$ cat config.mk
export PLATFORM = sky130hd
export DESIGN_NAME = dvp_capture
export DESIGN_NICKNAME = d
export VERILOG_FILES = /design/src/rtl/dvp_capture.sv
export SDC_FILE = /design/constraint.sdc
export NUM_CORES = 1
export LEC_CHECK = 0
export BUFFER_PORTS_ARGS = -buffer_cell sky130_fd_sc_hd__buf_2
export CAP_MARGIN = 15
export CORE_MARGIN = 1.5
export CORE_UTILIZATION = 23
export DETAILED_ROUTE_END_ITERATION = 10
export SETUP_SLACK_MARGIN = 0.1
export SYNTH_ARGS = -nofsm -noshare
export SYNTH_HDL_FRONTEND = slang
export SYNTH_SLANG_ARGS = --single-unit
export TNS_END_PERCENT = 100
$ cat constraint.sdc
create_clock -name p_clock -period 6.5 [get_ports p_clock]
set_clock_uncertainty 0.15 [all_clocks]
set_input_delay 0.975 -clock p_clock [delete_from_list [all_inputs] [get_ports p_clock]]
set_output_delay 0.975 -clock p_clock [all_outputs]
set_load 0.03 [all_outputs]
$ cat src/rtl/dvp_capture.sv
// DVP camera capture front-end: frame lock, byte pairing, RGB888 expansion.
// Optional 2:1 decimation in both axes when DVP_DOWNSCALE_EN is defined.
module dvp_capture #(
  parameter int H_ACTIVE = 320,
  parameter int V_ACTIVE = 240,
  parameter int MODE     = 0,
  parameter int XW       = 10,
  parameter int YW       = 9
) (
  input  logic          p_clock,
  input  logic          rst_n,
  input  logic          enable,
  input  logic          vsync,
  input  logic          href,
  input  logic [7:0]    p_data,
  output logic [23:0]   pixel_data,
  output logic          pixel_valid,
  output logic [XW-1:0] pixel_x,
  output logic [YW-1:0] pixel_y,
  output logic          line_done,
  output logic          frame_done,
  output logic          frame_err,
  output logic [15:0]   frame_count,
  output logic          busy
);

  localparam logic [1:0] S_SYNC   = 2'd0;
  localparam logic [1:0] S_ARM    = 2'd1;
  localparam logic [1:0] S_ACTIVE = 2'd2;

  localparam logic [XW-1:0] X_MAX = XW'(H_ACTIVE);
  localparam logic [YW-1:0] Y_MAX = YW'(V_ACTIVE);

  logic [1:0]    state;
  logic          vsync_q;
  logic          href_q;
  logic          phase;
  logic [7:0]    byte0;
  logic [XW-1:0] x_cnt;
  logic [YW-1:0] y_cnt;
  logic          line_ovf;
  logic          frame_ovf;
  logic          err_acc;

  logic          vs_rise;
  logic          vs_fall;
  logic          hr_rise;
  logic          hr_fall;
  logic          active;
  logic          cap;
  logic          eph;
  logic          x_in;
  logic          y_in;
  logic          keep_pix;
  logic          keep_line;
  logic          line_end;
  logic          line_bad;
  logic          frame_close;
  logic          err_now;
  logic [YW-1:0] y_next;
  logic [XW-1:0] out_x;
  logic [YW-1:0] out_y;
  logic [15:0]   word;
  logic [23:0]   rgb;

  assign vs_rise     = vsync & ~vsync_q;
  assign vs_fall     = ~vsync & vsync_q;
  assign hr_rise     = href & ~href_q;
  assign hr_fall     = ~href & href_q;
  assign active      = (state == S_ACTIVE);
  assign busy        = active;
  assign cap         = active & href;
  // A fresh line always starts on byte0, whatever phase was left over.
  assign eph         = hr_rise ? 1'b0 : phase;
  assign x_in        = (x_cnt < X_MAX);
  assign y_in        = (y_cnt < Y_MAX);
  assign line_end    = active & hr_fall;
  assign frame_close = active & vs_rise;
  assign word        = {byte0, p_data};
  assign y_next      = y_in ? y_cnt + 1'b1 : y_cnt;
  assign line_bad    = (x_cnt != X_MAX) | line_ovf | phase;

`ifdef DVP_DOWNSCALE_EN
  assign keep_pix  = ~x_cnt[0] & ~y_cnt[0];
  assign keep_line = ~y_cnt[0];
  assign out_x     = x_cnt >> 1;
  assign out_y     = y_cnt >> 1;
`else
  assign keep_pix  = 1'b1;
  assign keep_line = 1'b1;
  assign out_x     = x_cnt;
  assign out_y     = y_cnt;
`endif

  // Closing line folds into the frame verdict in the same cycle.
  assign err_now = err_acc | (line_end & line_bad) | frame_ovf
                 | (line_end & ~y_in)
                 | ((line_end ? y_next : y_cnt) != Y_MAX);

  always_comb begin
    rgb = '0;
    unique case (1'b1)
      (MODE == 0): rgb = {word[15:11], word[15:13],
                          word[10:5],  word[10:9],
                          word[4:0],   word[4:2]};
      (MODE == 1): rgb = {byte0, byte0, byte0};
      default:     rgb = {8'h00, word};
    endcase
  end

  always_ff @(posedge p_clock or negedge rst_n) begin
    if (!rst_n) begin
      state       <= S_SYNC;
      vsync_q     <= 1'b0;
      href_q      <= 1'b0;
      phase       <= 1'b0;
      byte0       <= '0;
      x_cnt       <= '0;
      y_cnt       <= '0;
      line_ovf    <= 1'b0;
      frame_ovf   <= 1'b0;
      err_acc     <= 1'b0;
      pixel_data  <= '0;
      pixel_valid <= 1'b0;
      pixel_x     <= '0;
      pixel_y     <= '0;
      line_done   <= 1'b0;
      frame_done  <= 1'b0;
      frame_err   <= 1'b0;
      frame_count <= '0;
    end else begin
      vsync_q     <= vsync;
      href_q      <= href;
      pixel_valid <= 1'b0;
      line_done   <= 1'b0;
      frame_done  <= 1'b0;
      case (state)
        S_SYNC: begin
          if (vsync) state <= S_ARM;
        end
        S_ARM: begin
          x_cnt     <= '0;
          y_cnt     <= '0;
          phase     <= 1'b0;
          line_ovf  <= 1'b0;
          frame_ovf <= 1'b0;
          err_acc   <= 1'b0;
          if (vs_fall && enable) state <= S_ACTIVE;
        end
        S_ACTIVE: begin
          if (cap) begin
            if (!eph) begin
              byte0 <= p_data;
              phase <= 1'b1;
            end else begin
              phase <= 1'b0;
              if (x_in) x_cnt <= x_cnt + 1'b1;
              else line_ovf <= 1'b1;
              if (x_in && y_in && keep_pix) begin
                pixel_valid <= 1'b1;
                pixel_data  <= rgb;
                pixel_x     <= out_x;
                pixel_y     <= out_y;
              end
            end
          end
          if (line_end) begin
            x_cnt    <= '0;
            phase    <= 1'b0;
            line_ovf <= 1'b0;
            y_cnt    <= y_next;
            if (line_bad) err_acc <= 1'b1;
            if (!y_in) frame_ovf <= 1'b1;
            if (y_in && keep_line) line_done <= 1'b1;
          end
          if (frame_close) begin
            frame_done  <= 1'b1;
            frame_count <= frame_count + 1'b1;
            frame_err   <= err_now;
            state       <= S_ARM;
          end
        end
        default: state <= S_SYNC;
      endcase
    end
  end

endmodule

Yosys cells after proc, flatten, opt, wreduce, memory -nomap -nowiden
Index checks and enable logic that the tools add are counted.
{ "word_totals": {"register_bits": 98, "input_bits": 13, "out_inout_bits": 64, "elab_cells": 108} }
{ "op_classes": {"addsub": 3, "magnitude_cmp": 2, "n_eq_ne": 14, "mux": 37, "bitwise": 21, "n_reduce_logical": 13} }
{ "ops": {"columns": ["cell", "count"], "rows": [
  ["$mux W10", 4],
  ["$mux W1", 21],
  ["$pmux W10 S2", 1],
  ["$mux W9", 2],
  ["$pmux W9 S2", 1],
  ["$add A16 B1 Y16 const B", 1],
  ["$reduce_and A3 Y1", 4],
  ["$reduce_and A4 Y1", 3],
  ["$add A10 B1 Y10 const B", 1],
  ["$lt A10 B9 Y1 const B", 1],
  ["$ne A10 B9 Y1 const B", 1],
  ["$add A9 B1 Y9 const B", 1],
  ["$and A1 B1 Y1", 9],
  ["$lt A9 B8 Y1 const B", 1],
  ["$ne A3 B1 Y1 const B", 3],
  ["$ne A9 B8 Y1 const B", 1],
  ["$pmux W1 S2", 4],
  ["$mux W2", 3],
  ["$ne A2 B1 Y1 const B", 3],
  ["$ne A2 B2 Y1 const B", 3],
  ["$not A1 Y1", 6],
  ["$or A1 B1 Y1", 6],
  ["$pmux W2 S3", 1],
  ["$reduce_and A2 Y1", 2],
  ["6 further kinds", 7]
]} }

Longest topological paths before layout
{ "logic_depth": {"ltp_word": 8, "mapped_depth": 9, "mapped_depth_nobuf": 7} }

Worst setup path after synthesis
No wires, ideal clock.
{ "synth_path": {"path_kind": "input to register", "startpoint": "in href", "endpoint": "reg frame_err", "setup_ps": 126, "arrival_ps": 2220, "required_ps": 6224, "setup_slack_ps": 4004, "cell_stages": 6, "path_buffers": 1, "cell_sequence": "nand3b_1 -> clkbuf_1 -> nor3_1 -> mux2i_1 -> a21oi_1 -> o32a_1"} }
{ "synth_via": {"elab_chain_cells": 8, "word_cells_on_any_way": 11, "classes_between": "eq/ne (1); mux (1); bitwise (9)"} }
{ "synth_lines": {"columns": ["element", "line", "source"], "rows": [
  ["from (decl)", "14", "input logic href,"],
  ["$not A1 Y1 (*)", "69", "assign hr_fall = ~href & href_q;"],
  ["$and A1 B1 Y1 (*)", "69", null],
  ["$and A1 B1 Y1 (*)", "77", "assign line_end = active & hr_fall;"],
  ["$and A1 B1 Y1", "96", "assign err_now = err_acc | (line_end & line_bad) | frame_ovf"],
  ["$or A1 B1 Y1 (2 in series)", "96", null],
  ["$or A1 B1 Y1", "97", "| (line_end & ~y_in)"],
  ["$or A1 B1 Y1 (*)", "98", "| ((line_end ? y_next : y_cnt) != Y_MAX);"],
  ["to (signal assigned)", "179", "frame_err <= err_now;"],
  ["to (decl)", "22", "output logic frame_err,"]
]} }
Every way passes the cells marked *; elsewhere a longest branch is shown, timed or not.
A chain may end at the register's enable or synchronous reset.

Worst setup path in the final report
{ "layout_path": {"startpoint": "reg state[0]", "endpoint": "reg x_cnt[5] (netlist: out_x[5])"} }
{ "layout_via": {"elab_chain_cells": 4, "word_cells_on_any_way": 11, "classes_between": "eq/ne (5); mux (2); bitwise (2); reduce/logical (2)"} }
{ "layout_lines": {"columns": ["element", "line", "source"], "rows": [
  ["from (decl)", "34", "logic [1:0] state;"],
  ["from (signal assigned)", "113", "state <= S_SYNC;"],
  ["from (signal assigned)", "139", "if (vsync) state <= S_ARM;"],
  ["from (signal assigned)", "148", "if (vs_fall && enable) state <= S_ACTIVE;"],
  ["$eq A2 B2 Y1", "70, 137", null],
  ["$and A1 B1 Y1 (on tied branches)", "77, 72", null],
  ["$ne A3 B1 Y1 (no line) / $mux W10 (equally long branches)", null, null],
  ["$reduce_and A4 Y1 (no line) / $pmux W10 S2 (equally long branches)", null, null],
  ["to (signal assigned)", "157", "if (x_in) x_cnt <= x_cnt + 1'b1;"],
  ["to (decl)", "39", "logic [XW-1:0] x_cnt;"]
]} }
Parallel ways exist; a longest one is shown, timed or not.

==> flow_summary.ini <==
[status]
status = completed

[logic_synthesis]
netlist.area_leader.share_pct = 54.2
synth.distinct_cells = 52
syn_area_per_cell_um2 = 12.2
syn-cell-area_um2 = 4160
synth.net_count = 363
synthTopCellsByCount = dfrtp_1 (90), nand2_1 (24), mux2_4 (20)
yosys.area.top_type = dfrtp_1
syn_inst = 341
synth.most_common_cell = dfrtp_1
async_flop_share_pct = 100
ys_seq_elements = 90
synth_flop_cell = dfrtp_1
synth_warnings = 0
synth_edf_count = 0
yosysSeqAreaShare_pct = 54.2
ys_top_cells_by_area = dfrtp_1 (54%), mux2_4 (7.2%), mux2_2 (4.6%)

[clock_network]
cts_buffers = 9
cts-root-buf = clkbuf_16
clk_pin_slew_ns = 0.07
postCtsSetupBuffers = 0
cts_resized = 0
clk_path_buf_depth = 2
cts_tree = done
cts-htree-levels = 3
ctsHoldBuffers = 0
clock_latency_ns = 0.35
clock_sinks = 90

[setup_path]
critPathMaxStageDelay_ns = 0.88
cp.required_ns = 6.61
crit_path_start_kind = register
worstPathCellList = inv_1 -> ha_1 -> nand2_1 -> o211ai_1 -> o21ai_0 -> a21oi_1
cp_max_fo = 18
worstSetupEndpointType = register
arrival_ns = 2.98
critPathKind = reg2reg
critPathSlowestCell = o211ai_1

[detailed_routing]
wl_um = 8800
dr.pass1.iters = 4
viasPerCell = 4.46
drc = 0
wl_per_cell_um = 13.7
postRouteAntennaNets = 0
num_vias = 2857
first_iter_violations = 138

[timing]
fin_crit_sh_pct = 44.1
rsz0062_at_grt = false
maxSlewHeadroom_pct = 32.0
fmax_ghz = 0.349
tightest_slew_ns = 1.02
period_needed_ns = 2.87
hold_viol_final = 0
setup_viol = 0
drv_slew = 0
setup_tns_ns = 0

[min_path]
worstHoldPathType = reg2reg

[grt]
grt_pass1_vias = 2850
grt_remaining_overflow = 0
grt_first_pass_wirelength_um = 14500
antenna_found_initial = 0
grt_util_all_layers_pct = 9.99
grt_max_degree = 60

[cells_and_area]
antenna_cells = 0
drive_gt1_share_pct = 32.5
final_area_um2 = 5000
multi_input_area_um2 = 1710
nFillCells = 1803
regArea_um2 = 2250
fin_cells = 641
area_delta_synth_final_pct = 20.4
final_nets = 433

[floorplanning]
rows = 48
start_util_pct = 23.8
fp.dieW_um = 137
die_area_um2 = 18900
die_y_um = 137
io_pins = 77
core_um2 = 17500

[place]
placed_cells = 625
dpl_cell_area_um2 = 4700
port-buffer-count = 76
gp_congestion = 0.772
dp_hpwl_um = 6190

[run]
drv_cap = 0

[pwr]
p_leak_nw = 2.42
ir_drop_v = 0.000165
p_per_area_nw_per_um2 = 354
## placed cells by master (no fill, tap or decap), types with 4 or more instances in the layout
cell	netlist	routed
nor4_1	4	4
ha_1	9	9
nand3_1	12	12
a21oi_1	11	11
mux2_2	17	17
nand4_1	6	6
clkbuf_16	0	9
mux2_1	7	7
clkbuf_8	0	4
o21ai_0	9	9
dfrtp_1	90	90
nand2b_1	4	4
buf_2	4	75
xnor2_1	13	13
mux2_4	20	20
o22ai_1	4	4
buf_4	8	4
nand2_1	24	24
nor2b_1	5	5
mux2i_1	5	5
inv_1	12	12
nor2_1	15	15
nor3_1	7	7
## critical path, delay by kind of cell (launching register included)
kind | cells | cell delay (ns)
AOI/OAI and AO/OA | 3 | 1.28
adders and majority gates | 1 | 0.52
buffers and inverters | 1 | 0.11
DFF | 1 | 0.42
and+or+nand+nor | 1 | 0.30
## registers in the layout (all words and copies together) (netlist names), 2 cells and up
name,flops
out_y,9
pixel_y,9
frame_count,16
state,2
pixel_x,10
out_x,10
byte0,8
pixel_data,16
## per-stage QoR
| stage | setup slack [ns] | power [mW] | util, % | hold slack [ns] |
|---|---|---|---|---|
| detailed placement | 3.56 | 1.26 | 26.9 | 0.308 |
| floorplan | 4.00 | 1.13 | - | 0.313 |
| CTS | 3.62 | 1.79 | 28.6 | 0.321 |
| global route | 3.28 | 1.88 | 28.6 | 0.355 |
| finish | 3.63 | 1.77 | 28.6 | 0.314 |
| global placement | 3.60 | 1.24 | 26.9 | 0.307 |
## metal layers
metal	share of wire [%]	vias up	track usage, %
met5	0	-	0
met4	1.2	0	2.81
met3	5.7	11	4.01
met2	48	71	16.4
met1	45	1421	12.1
li1	-	1354	-
## final timing paths
kind / start / to / slack [ns] / depth (start not counted)
setup / recovery: state[0]$_DFFE_PN0P_ / out_x[5]$_DFFE_PN0P_ / 3.63 / 6
hold / removal: frame_count[15]$_DFFE_PN0P_ / frame_count[15]$_DFFE_PN0P_ / 0.31 / 1
setup reg to reg: state[0]$_DFFE_PN0P_ / out_x[5]$_DFFE_PN0P_ / 3.63 / 6
hold reg to reg: frame_count[15]$_DFFE_PN0P_ / frame_count[15]$_DFFE_PN0P_ / 0.31 / 1
max in group asynchronous: rst_n / pixel_valid$_DFF_PN0_ / 4.71 / 2
min in group asynchronous: rst_n / out_y[5]$_DFFE_PN0P_ / 0.41 / 1
## power breakdown
group	internal (mW)	leakage, nW	switching [mW]
combinational	0.179	1.05	0.356
sequential	0.648	1.22	0.0648
clock	0.301	0.148	0.222
total	1.13	2.42	0.643
## kinds of logic (layout without fill, tap and decap cells)
logic type,after synthesis,in the layout,synth area share (%)
buffers and inverters,33,108,4.55
xor gates and xnor gates,16,16,3.37
AOI/OAI and AO/OA,48,48,7.68
adders and majority gates,9,9,2.71
muxes,49,49,14.9
DFF,90,90,54.2
and+or+nand+nor,96,96,12.6
## final cells by class
type | instances | area share (%)
clock buffer | 13 | 5.60
tap | 225 | 5.63
clock inverter | 3 | 0.425
sequential | 90 | 45.0
multi-input combinational | 218 | 34.3
inverter | 13 | 0.975
timing repair buffer | 79 | 8.10
No activity file was read; power rests on OpenSTA's default activity.
